<file path="src/rtl/serial_shift_reg.sv">
// Serial-in / parallel-out register written one bit at a time by index.
// Ports:
//   clk   - rising-edge clock
//   clr   - synchronous clear of the whole word (wins over load)
//   load  - write d into bit position idx
//   idx   - bit position to write
//   d     - serial data bit
//   q     - assembled parallel word
module serial_shift_reg #(
    parameter int W     = 3,
    parameter int IDX_W = $clog2(W)
) (
    input  logic             clk,
    input  logic             clr,
    input  logic             load,
    input  logic [IDX_W-1:0] idx,
    input  logic             d,
    output logic [W-1:0]     q
);

    logic [W-1:0] word_r;

    // Word register: clear, or drop the incoming bit into its slot.
    always_ff @(posedge clk) begin
        if (clr) begin
            word_r <= {W{1'b0}};
        end else if (load) begin
            word_r[idx] <= d;
        end
    end

    assign q = word_r;

endmodule

</file>
<file path="config.mk">
export PLATFORM = sky130hd
export DESIGN_NAME = serial_shift_reg
export DESIGN_NICKNAME = d
export VERILOG_FILES = /design/src/rtl/serial_shift_reg.sv
export SDC_FILE = /design/constraint.sdc
export NUM_CORES = 1
export LEC_CHECK = 0
export CAP_MARGIN = 10
export CORE_AREA = 2 2 39 41
export DETAILED_ROUTE_END_ITERATION = 10
export DIE_AREA = 0 0 41 43
export PLACE_DENSITY = 0.37
export SLEW_MARGIN = 15
export SYNTH_ARGS = -nofsm -noshare
export SYNTH_HDL_FRONTEND = slang
export SYNTH_SLANG_ARGS = --single-unit
</file>
<file path="constraint.sdc">
create_clock -name clk -period 1.1 [get_ports clk]
set_clock_uncertainty 0.2 [all_clocks]
set_input_delay 0.22 -clock clk [delete_from_list [all_inputs] [get_ports clk]]
set_output_delay 0.22 -clock clk [all_outputs]
set_load 0.03 [all_outputs]
</file>
==> results of run 1 <==
## stage by stage
step	total power [mW]	util, %
2_1_floorplan	0.137	-
3_3_place_gp	0.169	17.5
3_5_place_dp	0.170	17.5
4_1_cts	0.373	21.2
5_1_grt	0.384	21.2
6_report	0.360	21.2
## where the power goes
group	internal, mW	switching (mW)
clock network	0.136	0.0519
logic	0.0329	0.0232
registers	0.114	0.00239
total	0.283	0.0774
## final cells by class
cell class / count / area share, %
Tap cell: 16 / 6.81
Multi-Input combinational cell: 10 / 30.2
Sequential cell: 3 / 21.7
Clock buffer: 4 / 8.94
Timing Repair Buffer: 10 / 32.3
## worst min path at each step
stage | endpoint | slack (ps)
after floorplan | q[0]$_SDFFE_PP0P_ | 200
after global placement | q[0]$_SDFFE_PP0P_ | 260
after CTS | q[0]$_SDFFE_PP0P_ | 280
final | q[2]$_SDFFE_PP0P_ | 280
after detailed placement | q[0]$_SDFFE_PP0P_ | 270
after global routing | q[0]$_SDFFE_PP0P_ | 300
## repair_timing
item,in CTS,in global routing
pin swaps,1,0
endpoints found under the setup margin,5,3
setup buffers,1,0
hold buffers,0,0
gates resized for setup,10,0
## kinds of logic (layout without fill, tap and decap cells)
logic type	Yosys count	count (layout)	synth area share, %
flip-flops	3	3	42.1
multiplexers	3	3	21.1
buffers and inverters	0	14	0
AND/OR/NAND/NOR	7	7	36.8
## tightest hold or removal path, cell delays in order (launching register included)
cell and delay, ps:
dfxtp_2 310, nand2b_1 60, mux2i_1 60
## layer usage
metal	part of all wire, %	vias to the layer above	wire length (um)	global-route usage (%)
met5	0	-	0	0
met1	37	65	142	3.19
met4	0	0	0	8.00
met3	17	0	63	6.28
met2	46	9	175	7.19
li1	-	73	-	-
## placed cells by master (no fill, tap or decap)
cell	synthesis	routed
dfxtp_2	0	3
clkbuf_4	0	3
buf_4	0	2
dlygate4sd2_1	0	3
nor3b_4	0	1
buf_6	0	3
nand3b_1	2	2
clkbuf_1	0	1
clkdlybuf4s50_1	0	2
nand2b_1	4	4
mux2i_1	3	3
## synthesized netlist by cell type
master	number
nand3b_1	2
mux2i_1	3
nand2b_1	4
nor3b_2	1
dfxtp_1	3
==> flow_summary.json, run 1 <==
{
  "start_kind": "flop",
  "tightest_slew_ps": 170,
  "r2r-end": "q[0]$_SDFFE_PP0P_",
  "dr.pass1.iters": 4,
  "fin_tns_setup_ps": 0,
  "rrSetupSlack_ps": 230,
  "worst-setup-path-type": "flop to output port",
  "drcViolationCount": 0,
  "path_clk_slew_ps": 30,
  "cp.required_ps": 680,
  "dp.cells": 38,
  "max-slew-margin-rel_pct": 88.6,
  "regArea_um2": 63.8,
  "start_util_pct": 10.3,
  "synth_top_area_cell": "dfxtp_1",
  "coreArea_um2": 1380,
  "finalInstanceArea_um2": 294,
  "area_delta_synth_final_pct": 106,
  "hold_ws_ps": 281,
  "syn_nets": 19,
  "die_w_um": 41,
  "cp_top_family": "flip-flops",
  "multi_input_area_um2": 88.8,
  "cts_buffer_depth": 2,
  "grt.overflow.total": 0,
  "p_leak_nw": 0.129,
  "reg2reg_from": "q[0]$_SDFFE_PP0P_",
  "rsz0062_at_grt": "true",
  "cts_sinks": 3,
  "seq_area_frac_synth_pct": 42.1,
  "status": "completed",
  "cp.arrival_ps": 670,
  "yosys_register_bits": 3,
  "maxCapViolCount": 0,
  "slowest_stage": "dfxtp_2",
  "cp_num_cells": 1,
  "finalCritPeriodShare_pct": 99.5,
  "syn_inst": 13,
  "crit_fanout": 2,
  "cts_tree": "built",
  "hold_viol": 0,
  "routed_wl_um": 381,
  "row_count": 14,
  "worstSkewPairLatency_ps": 230,
  "cts_buffers": 3,
  "finalSetupViolations": 0,
  "synth.avg_cell_area_um2": 11.0,
  "fmax_mhz": 914,
  "endpoint_kind": "output port",
  "antenna_found_initial": 0,
  "hold_depth": 2,
  "final_nets": 34,
  "crit_end": "q[1]",
  "preCtsSetupSlack_ps": -302,
  "wl_per_cell_um": 8.86,
  "crit_buf_inv": 1,
  "grtUsageTotal_pct": 5.71,
  "max_stage_delay_ps": 320,
  "r2r_cells": 3,
  "yosysWarnings": 0,
  "viasPerCell": 3.42,
  "cts_max_level": 1,
  "path_cells": "buf_6",
  "worst_slack_ps": 5.75,
  "die_h_um": 43,
  "diodes": 0,
  "die_area_um2": 1760,
  "synth_top_area_share_pct": 42.1,
  "gp_congestion": 0.536,
  "ir_drop_v": 0.000264,
  "cts-root-buf": "clkbuf_4",
  "slew_viol_final": 0,
  "min_period_ps": 1090,
  "drive_above_1_share_pct": 44.4,
  "setup.worst_path.start": "q[1]$_SDFFE_PP0P_",
  "grt_first_pass_wirelength_um": 517,
  "dpl_cell_area_um2": 243,
  "fin_cells": 43,
  "drtIter0Drc": 4,
  "portBuffers": 8,
  "postRouteAntennaNets": 0,
  "syn_area_um2": 143,
  "grt_pass1_vias": 151,
  "hold_path.class": "flop to flop",
  "yosysUniqueCellTypes": 5,
  "n_fill_cell": 162,
  "min-delay-start": "q[2]$_SDFFE_PP0P_",
  "grt_max_degree": 5,
  "vias": 147,
  "post_synth_main_area_contributors": "dfxtp_1 42%, mux2i_1 21%, nand2b_1 18%, nand3b_1 11%, nor3b_2 8.8%",
  "ios": 9,
  "power_density_nw_per_um2": 1220,
  "largest_reg_flops": 3
}
No activity file was read; power rests on OpenSTA's default activity.
==> run 2: changes to the inputs <==
--- a/config.mk
+++ b/config.mk
@@ -7,6 +7,8 @@
 export LEC_CHECK = 0
 export CAP_MARGIN = 10
 export CORE_AREA = 2 2 39 41
+export CTS_BUF_LIST = sky130_fd_sc_hd__clkbuf_2
+export CTS_CLUSTER_DIAMETER = 50
 export DETAILED_ROUTE_END_ITERATION = 10
 export DIE_AREA = 0 0 41 43
 export PLACE_DENSITY = 0.37
==> flow_summary.json, run 2 (synthesis gave the netlist of run 1 again) <==
{
  "fin_cells": 43,
  "ios": 9,
  "multi_input_area_um2": 96.3,
  "cts_sinks": 3,
  "p_leak_nw": 0.137,
  "routed_wl_um": 375,
  "cts_buffers": 3,
  "finalSetupViolations": 0,
  "hold_path.class": "flop to flop",
  "diodes": 0,
  "cp.arrival_ps": 650,
  "row_count": 14,
  "crit_buf_inv": 1,
  "grt_pass1_vias": 151,
  "path_clk_slew_ps": 40,
  "start_util_pct": 10.3,
  "final_nets": 34,
  "cts_buffer_depth": 2,
  "vias": 149,
  "grt_max_degree": 5,
  "dp.cells": 38,
  "cts-root-buf": "clkbuf_2",
  "met2_usage_pct": 7.19,
  "grtUsageTotal_pct": 5.71,
  "ir_drop_v": 0.000226,
  "gp_congestion": 0.536,
  "die_h_um": 43,
  "final_common_cell": "clkbuf_2",
  "postRouteAntennaNets": 0,
  "gr-max-usage-layer": "met4",
  "finalInstanceArea_um2": 295,
  "drive_above_1_share_pct": 51.9,
  "grt.overflow.total": 0,
  "n_fill_cell": 160,
  "viasPerCell": 3.47,
  "path_cells": "buf_6",
  "antenna_found_initial": 0,
  "cts_max_level": 1,
  "cts_tree": "built",
  "grt_util_met1_pct": 3.19,
  "power_density_nw_per_um2": 1100,
  "start_kind": "flop",
  "crit_fanout": 2,
  "tightest_slew_ps": 169,
  "area_delta_synth_final_pct": 107,
  "status": "completed",
  "finalCritPeriodShare_pct": 96.9,
  "min_period_ps": 1070,
  "wl_per_cell_um": 8.72,
  "portBuffers": 8,
  "largest_reg_flops": 3,
  "max-slew-margin-rel_pct": 88.7,
  "regArea_um2": 63.8,
  "rsz0062_at_grt": "true",
  "worstSkewPairLatency_ps": 200,
  "dpl_cell_area_um2": 243,
  "cp_top_family": "flip-flops",
  "dr.pass1.iters": 4,
  "cp.required_ps": 680,
  "grt_first_pass_wirelength_um": 517,
  "fmax_mhz": 938,
  "max_stage_delay_ps": 320,
  "fin_tns_setup_ps": 0,
  "worst-setup-path-type": "flop to output port",
  "maxCapViolCount": 0,
  "drtIter0Drc": 4,
  "slowest_stage": "dfxtp_2",
  "endpoint_kind": "output port",
  "met3_usage_pct": 6.28,
  "die_w_um": 41,
  "drcViolationCount": 0,
  "die_area_um2": 1760,
  "hold_viol": 0,
  "coreArea_um2": 1380,
  "slew_viol_final": 0
}
[run 2: cell count changes in the layout (fill, tap and decap cells not counted)]
cell / delta
clkbuf_2: +4
nand2b_4: +1
clkbuf_4: -3
nand2b_1: -1
clkbuf_1: -1
[run 2: worst paths after layout]
| path | from | end | slack [ps] | depth (start not counted) |
|---|---|---|---|---|
| worst min register to register | q[2]$_SDFFE_PP0P_ | q[2]$_SDFFE_PP0P_ | 280 | 2 |
| worst min-delay path | q[2]$_SDFFE_PP0P_ | q[2]$_SDFFE_PP0P_ | 280 | 2 |
| worst max-delay path | q[1]$_SDFFE_PP0P_ | q[1] | 30 | 1 |
| worst max register to register | q[0]$_SDFFE_PP0P_ | q[0]$_SDFFE_PP0P_ | 230 | 3 |
[run 2: through the flow]
| step | power [mW] | worst slack [ps] | hold WS [ps] | utilization (%) |
|---|---|---|---|---|
| finish | 0.325 | 33.8 | 281 | 21.3 |
| global route | 0.346 | -2.31 | 309 | 21.3 |
| CTS | 0.332 | 2.65 | 285 | 20.3 |
| detailed placement | 0.170 | -302 | 273 | 17.5 |
| global placement | 0.169 | -279 | 263 | 17.5 |
| floorplan | 0.137 | 156 | 198 | - |
[run 2: layer usage]
layer	share of wire, %	wire, um
met5	0	0
met4	0	0
met3	17	62
met2	46	171
met1	38	141
[run 2: final cells by class]
type,count,area share [%]
sequential,3,21.6
tap,16,6.78
multi-input combinational,10,32.6
clock buffer,4,6.78
timing repair buffer,10,32.2
[run 2: report_power, final]
part | switching, mW | internal (mW) | leakage, nW
combinational | 0.0242 | 0.0350 | 0.0941
sequential | 0.00243 | 0.114 | 0.0258
clock | 0.0536 | 0.0959 | 0.0166
[run 2: repair_timing]
item                       4_1_cts  5_1_grt
pin swaps                        1        0
resized for setup               10        1
buffers inserted                 0        1
hold buffers                     0        0
setup endpoints to repair        6        6
